File: src/rtl/rf_wb_arbiter.sv
// rf_wb_arbiter
// Arbitrates the single register-file write port between two writeback
// sources. Requester A is the main pipeline: it has no ready and always wins
// unless told to stall. Requester B is a multi-cycle unit: its write is taken
// into a one-entry buffer on a valid/ready handshake. The buffer drains when
// the port is free. A scoreboard tracks registers with an outstanding B
// operation, so decode can detect hazards.
//
// Optional feature (macro RF_WB_STARVE_GUARD_EN):
//   When defined, a 4-bit starve counter counts the cycles a buffered B entry
//   loses to A. When it reaches STARVE_MAX, the FORCE state stalls A for one
//   cycle and drains B. When undefined, a buffered B entry waits for a cycle
//   with a_valid=0, and a_stall is tied low.
//
// Ports:
//   clk, reset             clock; asynchronous active-low reset
//   a_valid/a_addr/a_data  requester A write request
//   a_stall                A must hold its request while high (combinational)
//   b_valid/b_ready        requester B handshake
//   b_addr/b_data          requester B write request
//   issue_valid/issue_dst  B operation issue, marks issue_dst pending
//   rs_addr/rt_addr        decode source probes
//   rs_busy/rt_busy        probed register has a pending B write
//   rf_wr/rf_addr/rf_data  registered register-file write port
//   sb_err                 sticky: issue to an already-pending register
module rf_wb_arbiter #(
  parameter int unsigned STARVE_MAX = 4
) (
  input  logic        clk,
  input  logic        reset,
  input  logic        a_valid,
  input  logic [4:0]  a_addr,
  input  logic [31:0] a_data,
  output logic        a_stall,
  input  logic        b_valid,
  output logic        b_ready,
  input  logic [4:0]  b_addr,
  input  logic [31:0] b_data,
  input  logic        issue_valid,
  input  logic [4:0]  issue_dst,
  input  logic [4:0]  rs_addr,
  input  logic [4:0]  rt_addr,
  output logic        rs_busy,
  output logic        rt_busy,
  output logic        rf_wr,
  output logic [4:0]  rf_addr,
  output logic [31:0] rf_data,
  output logic        sb_err
);

`ifdef RF_WB_STARVE_GUARD_EN
  typedef enum logic [1:0] {ST_EMPTY, ST_HOLD, ST_FORCE} state_t;
  localparam logic [3:0] STARVE_LIM = 4'(STARVE_MAX);
  logic [3:0] starve_reg;
`else
  typedef enum logic [1:0] {ST_EMPTY, ST_HOLD} state_t;
`endif

  state_t      state_reg;
  logic [4:0]  hold_addr_reg;
  logic [31:0] hold_data_reg;
  logic        rf_from_b_reg;   // the write now on rf_* came from B

  logic        sel_a;
  logic        sel_b;
  logic        commit;
  logic [4:0]  commit_addr;
  logic [31:0] commit_data;

  logic [31:1] pending_vec;
  logic [31:0] pending_full;    // bit 0 is always clear, so any 5-bit index is safe

  // Source selection for this cycle. A wins unless B is being forced.
  always_comb begin
    sel_a = 1'b0;
    sel_b = 1'b0;
    case (state_reg)
      ST_EMPTY: sel_a = a_valid;
      ST_HOLD: begin
        sel_a = a_valid;
        sel_b = ~a_valid;
      end
`ifdef RF_WB_STARVE_GUARD_EN
      ST_FORCE: sel_b = 1'b1;
`endif
      default: begin
        sel_a = 1'b0;
        sel_b = 1'b0;
      end
    endcase
  end

  assign commit      = sel_a | sel_b;
  assign commit_addr = sel_a ? a_addr : hold_addr_reg;
  assign commit_data = sel_a ? a_data : hold_data_reg;

  // b_ready is low while reset is held, even though the state already reads EMPTY.
  // In HOLD it stays low on the drain cycle too, so the buffer never fills and drains at once.
  assign b_ready = reset & (state_reg == ST_EMPTY);

`ifdef RF_WB_STARVE_GUARD_EN
  assign a_stall = (state_reg == ST_FORCE);
`else
  assign a_stall = 1'b0;
`endif

  always_ff @(posedge clk or negedge reset) begin
    if (!reset) begin
      state_reg     <= ST_EMPTY;
      hold_addr_reg <= 5'd0;
      hold_data_reg <= 32'd0;
      rf_wr         <= 1'b0;
      rf_addr       <= 5'd0;
      rf_data       <= 32'd0;
      rf_from_b_reg <= 1'b0;
`ifdef RF_WB_STARVE_GUARD_EN
      starve_reg    <= 4'd0;
`endif
    end else begin
      // A commit to register 0 uses up the slot but writes nothing.
      // rf_addr/rf_data keep their last real write.
      rf_wr         <= commit && (commit_addr != 5'd0);
      rf_from_b_reg <= sel_b;
      if (commit && (commit_addr != 5'd0)) begin
        rf_addr <= commit_addr;
        rf_data <= commit_data;
      end

      case (state_reg)
        ST_EMPTY: begin
          if (b_valid) begin
            hold_addr_reg <= b_addr;
            hold_data_reg <= b_data;
            state_reg     <= ST_HOLD;
          end
        end
        ST_HOLD: begin
          if (a_valid) begin
`ifdef RF_WB_STARVE_GUARD_EN
            if (starve_reg + 4'd1 == STARVE_LIM) begin
              state_reg  <= ST_FORCE;
              starve_reg <= 4'd0;
            end else begin
              starve_reg <= starve_reg + 4'd1;
            end
`endif
          end else begin
            state_reg <= ST_EMPTY;
`ifdef RF_WB_STARVE_GUARD_EN
            starve_reg <= 4'd0;
`endif
          end
        end
`ifdef RF_WB_STARVE_GUARD_EN
        ST_FORCE: state_reg <= ST_EMPTY;
`endif
        default: state_reg <= ST_EMPTY;
      endcase
    end
  end

  // Scoreboard: one flop per register 1..31.
  // The clear is taken from the registered B write on rf_*.
  // A set in the same cycle wins over the clear.
  genvar gi;
  generate
    for (gi = 1; gi < 32; gi++) begin : g_sb
      logic bit_reg;
      logic set_bit;
      logic clr_bit;
      assign set_bit = issue_valid && (issue_dst == 5'(gi));
      assign clr_bit = rf_wr && rf_from_b_reg && (rf_addr == 5'(gi));
      always_ff @(posedge clk or negedge reset) begin
        if (!reset) begin
          bit_reg <= 1'b0;
        end else if (set_bit) begin
          bit_reg <= 1'b1;
        end else if (clr_bit) begin
          bit_reg <= 1'b0;
        end
      end
      assign pending_vec[gi] = bit_reg;
    end
  endgenerate

  assign pending_full = {pending_vec, 1'b0};
  assign rs_busy      = pending_full[rs_addr];
  assign rt_busy      = pending_full[rt_addr];

  always_ff @(posedge clk or negedge reset) begin
    if (!reset) begin
      sb_err <= 1'b0;
    end else if (issue_valid && pending_full[issue_dst]) begin
      sb_err <= 1'b1;
    end
  end

endmodule

File: config.mk
export PLATFORM = sky130hd
export DESIGN_NAME = rf_wb_arbiter
export DESIGN_NICKNAME = d
export VERILOG_FILES = /design/src/rtl/rf_wb_arbiter.sv
export SDC_FILE = /design/constraint.sdc
export NUM_CORES = 1
export LEC_CHECK = 0
export ABC_AREA = 1
export ABC_CLOCK_PERIOD_IN_PS = 1700
export CORE_MARGIN = 2
export CORE_UTILIZATION = 25
export DETAILED_ROUTE_END_ITERATION = 12
export PLACE_DENSITY = 0.49
export SYNTH_ARGS = -nofsm -noshare
export SYNTH_HDL_FRONTEND = slang
export SYNTH_SLANG_ARGS = --single-unit
File: constraint.sdc
create_clock -name clk -period 1.7 [get_ports clk]
set_input_delay 0.34 -clock clk [delete_from_list [all_inputs] [get_ports clk]]
set_output_delay 0.34 -clock clk [all_outputs]
set_load 0.05 [all_outputs]
==> flow_summary_export.csv, run 1 <==
group,metric,value,unit
drt,num_vias,5543,
power_and_ir_drop,seq_power_share,40.8,%
drt,viasPerCell,4.47,
drt,drt_wl_total,18400,um
worst_setup_path,cp-start-kind,"input pin",
power_and_ir_drop,power_density,1160,nW/um^2
final_layout,final_nets,1045,
placement,io_buffer_count,135,
final_layout,multi_input_area,2690,um^2
die,die_w,155,um
yosys,synth-seq-cells,109,
yosys,synth_cells,780,
clock_tree,cts-root-buf,"clkbuf_16",
drt,antenna_left,0,
die,start_util,25.3,%
yosys,synth-seq-area-share,47.7,%
drt,post-route-drc-count,0,
final_layout,drive_above_1_share,18.0,%
yosys,synthAdderAreaFrac,0,%
sta,worst_slack,-0.207,ns
sta,rsz0062_at_grt,"true",
yosys,ys_types,21,
power_and_ir_drop,p_clk_share,22.3,%
clock_tree,insertion_delay,0.36,ns
die,die_area,24100,um^2
global_route,grt_max_degree,110,
sta,slew_viol_final,0,
clock_tree,cts_buffers,9,
sta,fin_crit_sh,112,%
clock_tree,clkTransAtPathRegs,0.08,ns
sta,tightest_slew,0.660,ns
yosys,syn-num-nets,874,
drt,drt_iter0_markers,371,
global_route,grt_pass1_vias,5363,
drt,routedWlPerCell,14.8,um
sta,hold_viol_final,0,
final_layout,utilization,36.0,%
worst_setup_path,worstPathArrival,1.57,ns
global_route,antenna_found_initial,1,
power_and_ir_drop,irDropWorstVdd,0.519,mV
die,die_h,155,um
yosys,yosys.area.top_type,"dfrtp_1",
yosys,synth.area.top_cells,"dfrtp_1 (48%), nand2_1 (27%), mux2_2 (7.1%)",
final_layout,fillCellCount,2441,
clock_tree,cts_hold_buf,0,
final_layout,diodes,0,
global_route,grt_overflow_total,0,
yosys,synth_compound_area_share,7.46,%
final_layout,final_common_cell,"nand2_1",
sta,setup_violations,2,
sta,tns,-0.386,ns
yosys,syn-cell-area,5720,um^2
power_and_ir_drop,p_switching,0.00368,W
yosys,synth_top_family_by_area,"simple AND/OR/NAND/NOR gates",
worst_setup_path,cp.required,1.36,ns
yosys,synth_xor_area_share,0,%
sta,min_period,1.91,ns
sta,fin_skew,0.00939,ns
global_route,grt_pass1_wl,29500,um
power_and_ir_drop,power_frac_comb,36.8,%
sta,slew_headroom,56.0,%
worst_setup_path,cp_max_fo,8,
yosys,synth_warnings,0,
yosys,synth_top_area_share,47.7,%
worst_hold_path,hold_path_class,"input pin to async pin",
flow_run,cap_violations,0,
yosys,synth-simple-area-share,32.2,%
die,rows,55,
clock_tree,htree_num_levels,3,
die,num_io_pins,137,
yosys,avgSynthCellArea,7.33,um^2
drt,first_pass_iters,4,
power_and_ir_drop,leakage,3.97,nW
run_status,violations,"setup timing",
worst_setup_path,crit_path_end_kind,"output port",
placement,gp_congestion,0.883,
final_layout,layout_common_cells,"nand2_1 (401), dfrtp_1 (103), clkdlybuf4s50_1 (85)",
sta,fmax,524,MHz
clock_tree,cts_max_path_buffers,2,
die,design.core.area,22600,um^2
worst_setup_path,critical_path_class,"input pin to output port",
final_layout,register_area,2740,um^2
final_layout,areaGrowthSynthToFinish,42.1,%
placement,preCtsSetupSlack,-0.541,ns
power_and_ir_drop,p_int,0.00575,W
clock_tree,cts_sinks,109,
clock_tree,cts_tree,"built",
yosys,synthMuxAreaShare,7.09,%
run_status,status,"complete, but fails checks",
global_route,grt_usage,15.6,%
power_and_ir_drop,swShare,39.0,%
placement,hpwl,13500,um
-- per-stage QoR --
| stage | total power, W | hold WS (ns) | cells | instance area [um^2] |
|---|---|---|---|---|
| 2_1_floorplan | 0.00568 | 0.0444 | 780 | 5720 |
| 3_3_place_gp | 0.00718 | 0.465 | 1211 | 7690 |
| 3_5_place_dp | 0.00719 | 0.466 | 1211 | 7690 |
| 4_1_cts | 0.00948 | 0.0943 | 1238 | 8100 |
| 5_1_grt | 0.0100 | 0.116 | 1241 | 8120 |
| 6_report | 0.00943 | 0.000173 | 1241 | 8120 |
-- cell usage after synthesis (all sizes together) --
| library cell | n |
|---|---|
| a21oi | 17 |
| buf | 18 |
| clkbuf | 15 |
| clkinv | 2 |
| conb | 1 |
| dfrtp | 109 |
| inv | 41 |
| mux2 | 36 |
| nand2 | 404 |
| nand3 | 39 |
| nand3b | 1 |
| nor2 | 31 |
| o211ai | 4 |
| o21ai | 60 |
| o31ai | 1 |
| or2 | 1 |
-- layout make-up --
class | instances | share of cell area, %
clock buffers | 10 | 2.94
inverters | 43 | 2.11
clock inverters | 6 | 0.662
multi-input cells | 595 | 33.1
well taps | 285 | 4.39
flip-flops and latches | 109 | 33.7
repair buffers | 193 | 23.1
-- power groups by stage --
stage | combinational, W | clock [W] | sequential, W
floorplan | 0.00134 | 0 | 0.00434
global placement | 0.00328 | 0 | 0.00390
detailed placement | 0.00330 | 0 | 0.00390
CTS | 0.00346 | 0.00218 | 0.00384
global route | 0.00382 | 0.00228 | 0.00393
finish | 0.00347 | 0.00211 | 0.00385
-- cell families after synthesis --
kind of cell,count (synthesis)
other cells,1
simple gates,476
compound gates,82
buf+inv,76
flops,109
mux,36
-- repair_timing --
| item | 4_1_cts | 5_1_grt |
|---|---|---|
| gates cloned | 1 | 0 |
| pin swaps | 9 | 3 |
| setup buffers | 10 | 3 |
| endpoints found under the hold margin | 0 | 0 |
| endpoints found under the setup margin | 39 | 2 |
| resized for setup | 26 | 9 |
-- worst paths after layout --
path / from / end / slack (ns) / cells after the start
setup / recovery: rs_addr[0] / rs_busy / -0.21 / 10
hold / removal: reset / hold_data_reg[20] / 0.0002 / 2
setup reg to reg: hold_addr_reg[4] / rf_addr[2] / 0.19 / 8
hold reg to reg: rf_data[8] / rf_data[8] / 0.49 / 2
max in group asynchronous: reset / g_sb[27].bit_reg / 1.09 / 2
min in group clk: rf_data[8] / rf_data[8] / 0.49 / 2
-- layer usage --
layer | track usage [%] | routed length (um) | up-vias
li1 | - | - | 2797
met1 | 20.8 | 8540 | 2526
met2 | 23.3 | 7860 | 183
met3 | 4.87 | 1520 | 35
met4 | 7.08 | 480 | 2
met5 | 0 | 11 | -
-- worst max-delay path, stage by stage --
cell	delay (ns)
dlygate4sd2_1	0.30
buf_2	0.19
o21ai_0	0.17
nand3_1	0.09
nand2_1	0.09
nand2_1	0.05
nand2_1	0.06
nand2_1	0.05
nand2_2	0.08
buf_12	0.13
No activity file was read; power rests on OpenSTA's default activity.
==> inputs of run 2 (changes only) <==
--- a/config.mk
+++ b/config.mk
@@ -7,10 +7,13 @@
 export LEC_CHECK = 0
 export ABC_AREA = 1
 export ABC_CLOCK_PERIOD_IN_PS = 1700
+export CELL_PAD_IN_SITES_DETAIL_PLACEMENT = 2
+export CELL_PAD_IN_SITES_GLOBAL_PLACEMENT = 2
 export CORE_MARGIN = 2
 export CORE_UTILIZATION = 25
 export DETAILED_ROUTE_END_ITERATION = 12
-export PLACE_DENSITY = 0.49
+export PLACE_DENSITY = 0.77
+export SLEW_MARGIN = 20
 export SYNTH_ARGS = -nofsm -noshare
 export SYNTH_HDL_FRONTEND = slang
 export SYNTH_SLANG_ARGS = --single-unit
==> constraint.sdc (replaced) <==
create_clock -name clk -period 1.7 [get_ports clk]
set_input_delay 0.255 -clock clk [delete_from_list [all_inputs] [get_ports clk]]
set_output_delay 0.255 -clock clk [all_outputs]
set_load 0.05 [all_outputs]
==> run 2 against run 1 <==
Against the previous run:
- clock skew shrank 0.00064 ns
- utilization shrank 0.39 points
- largest cell class is now multi-input gates
- sequential power is essentially flat
- the run ends with hold timing, setup timing left
- first-iteration DRC count shrank 66%
- count of clock-buffer cells in the layout is the same
- total power grew 0.78%
- hold slack lost 0.064 ns
- highest routed layer unchanged
- global-route usage grew 2.7 points
==> flow_summary_export.csv, run 2 (synthesized netlist as in run 1, its figures left out) <==
group,metric,value,unit
run_status,status,"complete, but fails checks",
run_status,violations,"hold timing, setup timing",
sta,setup_violations,2,
drt,drt_wl_total,21500,um
clock_tree,htree_num_levels,3,
die,rows,55,
placement,preCtsSetupSlack,-0.446,ns
worst_setup_path,cp_max_fo,5,
worst_setup_path,r2r_slack,0.16,ns
worst_setup_path,worstPathArrival,1.57,ns
die,die_area,24100,um^2
final_layout,areaGrowthSynthToFinish,40.6,%
clock_tree,cts-root-buf,"clkbuf_16",
clock_tree,cts_tree,"built",
drt,routedWlPerCell,17.5,um
final_layout,final_common_cell,"nand2_1",
die,design.core.area,22600,um^2
drt,first_pass_iters,6,
power_and_ir_drop,p_switching,0.00374,W
final_layout,diodes,0,
placement,io_buffer_count,135,
power_and_ir_drop,power_density,1180,nW/um^2
global_route,grt_overflow_total,0,
power_and_ir_drop,seq_power_share,40.6,%
die,num_io_pins,137,
drt,drt_iter0_markers,125,
final_layout,layout_common_cells,"nand2_1 (401), dfrtp_1 (102), clkdlybuf4s50_1 (87)",
drt,num_vias,5784,
drt,post-route-drc-count,0,
die,start_util,25.3,%
worst_setup_path,cp_slowest_cell,"clkdlybuf4s50_1",
clock_tree,cts_buffers,9,
clock_tree,cts_sinks,109,
die,die_h,155,um
worst_setup_path,crit_top_cell,"nand2_1",
power_and_ir_drop,swShare,39.4,%
worst_setup_path,critical_path_class,"input pin to output port",
sta,fin_hold_ws,-0.0634,ns
worst_setup_path,path_cells,"clkdlybuf4s50_1, inv_1, nand3_1, nand2_1, nand2_1, nand2_1, nand2_1, nand2_2, buf_12",
sta,hold_viol_final,33,
sta,slew_viol_final,0,
final_layout,final_nets,1034,
drt,antenna_left,0,
sta,rsz0062_at_grt,"true",
power_and_ir_drop,p_int,0.00576,W
sta,tightest_slew,0.643,ns
final_layout,utilization,35.6,%
sta,min_period,1.82,ns
sta,fmax,549,MHz
global_route,antenna_found_initial,1,
die,die_w,155,um
global_route,grt_pass1_wl,34500,um
worst_setup_path,slowest_delay,0.61,ns
worst_hold_path,hold_path_class,"input pin to async pin",
flow_run,cap_violations,0,
worst_setup_path,worstSetupStartpoint,"rt_addr[2]",
worst_setup_path,cp-start-kind,"input pin",
sta,fin_skew,0.00874,ns
global_route,grt_pass1_vias,6308,
clock_tree,insertion_delay,0.36,ns
final_layout,drive_above_1_share,18.6,%
worst_setup_path,crit_path_end_kind,"output port",
worst_setup_path,crit_end,"rt_busy",
global_route,grt_max_degree,110,
worst_setup_path,cp_num_cells,9,
placement,gp_congestion,0.777,
sta,worst_slack,-0.123,ns
sta,slew_headroom,57.1,%
worst_setup_path,worstReg2RegStart,"hold_addr_reg[4]",
worst_setup_path,cp.required,1.44,ns
worst_setup_path,r2r_cells,8,
global_route,grt_usage,18.4,%
power_and_ir_drop,p_clk_share,23.4,%
placement,hpwl,16000,um
worst_setup_path,timing.critical_path.buf_inv,3,
worst_setup_path,r2r_end,"rf_addr[3]",
sta,tns,-0.238,ns
power_and_ir_drop,leakage,3.90,nW
clock_tree,clkTransAtPathRegs,0.08,ns
power_and_ir_drop,irDropWorstVdd,0.508,mV
worst_setup_path,cp_top_family,"buffers and inverters",
drt,viasPerCell,4.70,
clock_tree,cts_max_path_buffers,2,
sta,fin_crit_sh,107,%
power_and_ir_drop,power_frac_comb,36.0,%
## run 2: cell count changes in the layout (fill, tap and decap cells not counted), moves of 2 or more
cell,before,now
o21ai_0,45,43
dlygate4sd2_1,6,4
clkinv_2,0,2
o21ai_2,2,5
buf_12,15,11
a21oi_1,17,8
buf_4,79,76
clkinv_4,4,1
clkdlybuf4s50_1,85,87
buf_6,6,2
a21oi_2,0,9
## run 2: what timing repair did
item | 4_1_cts | 5_1_grt
setup buffers | 5 | 2
hold buffers | 0 | 0
setup endpoints to repair | 36 | 9
gates cloned | 1 | 0
resized for setup | 20 | 27
pin swaps | 4 | 2
## run 2: layer usage
metal	routed length [um]	GRT usage, %
met2	10500	32.0
met3	1700	6.52
met1	9090	21.7
met5	13	0
met4	216	4.24
## run 2: worst min-delay path by stage
| stage | start | endpoint | slack (ns) | cells after the start |
|---|---|---|---|---|
| 2_1_floorplan | reset | g_sb[10].bit_reg | -0.04 | 0 |
| 3_3_place_gp | reset | rf_data[26] | 0.41 | 2 |
| 3_5_place_dp | reset | rf_data[26] | 0.41 | 2 |
| 4_1_cts | reset | rf_data[23] | 0.01 | 2 |
| 5_1_grt | reset | rf_data[23] | 0.03 | 2 |
| 6_report | reset | rf_data[24] | -0.06 | 2 |
## run 2: power groups by stage
stage	clock network, W	logic [W]	registers [W]
5_1_grt	0.00239	0.00376	0.00396
3_3_place_gp	0	0.00320	0.00386
3_5_place_dp	0	0.00330	0.00389
2_1_floorplan	0	0.00134	0.00434
4_1_cts	0.00230	0.00342	0.00385
6_report	0.00222	0.00342	0.00386
## run 2: final cells by class
| cell class | instances | area (um^2) |
|---|---|---|
| sequential | 109 | 2740 |
| clock inverter | 6 | 67.6 |
| multi-input combinational | 595 | 2740 |
| inverter | 43 | 168 |
| clock buffer | 10 | 239 |
| tap | 285 | 357 |
| timing repair buffer | 182 | 1730 |
| fill | 2639 | 14500 |
## run 2: per-stage QoR
step | instances | power, W | area [um^2]
final | 1230 | 0.00950 | 8040
after global routing | 1230 | 0.0101 | 8040
after CTS | 1228 | 0.00957 | 7970
after detailed placement | 1206 | 0.00719 | 7600
after global placement | 1206 | 0.00706 | 7600
after floorplan | 780 | 0.00568 | 5720
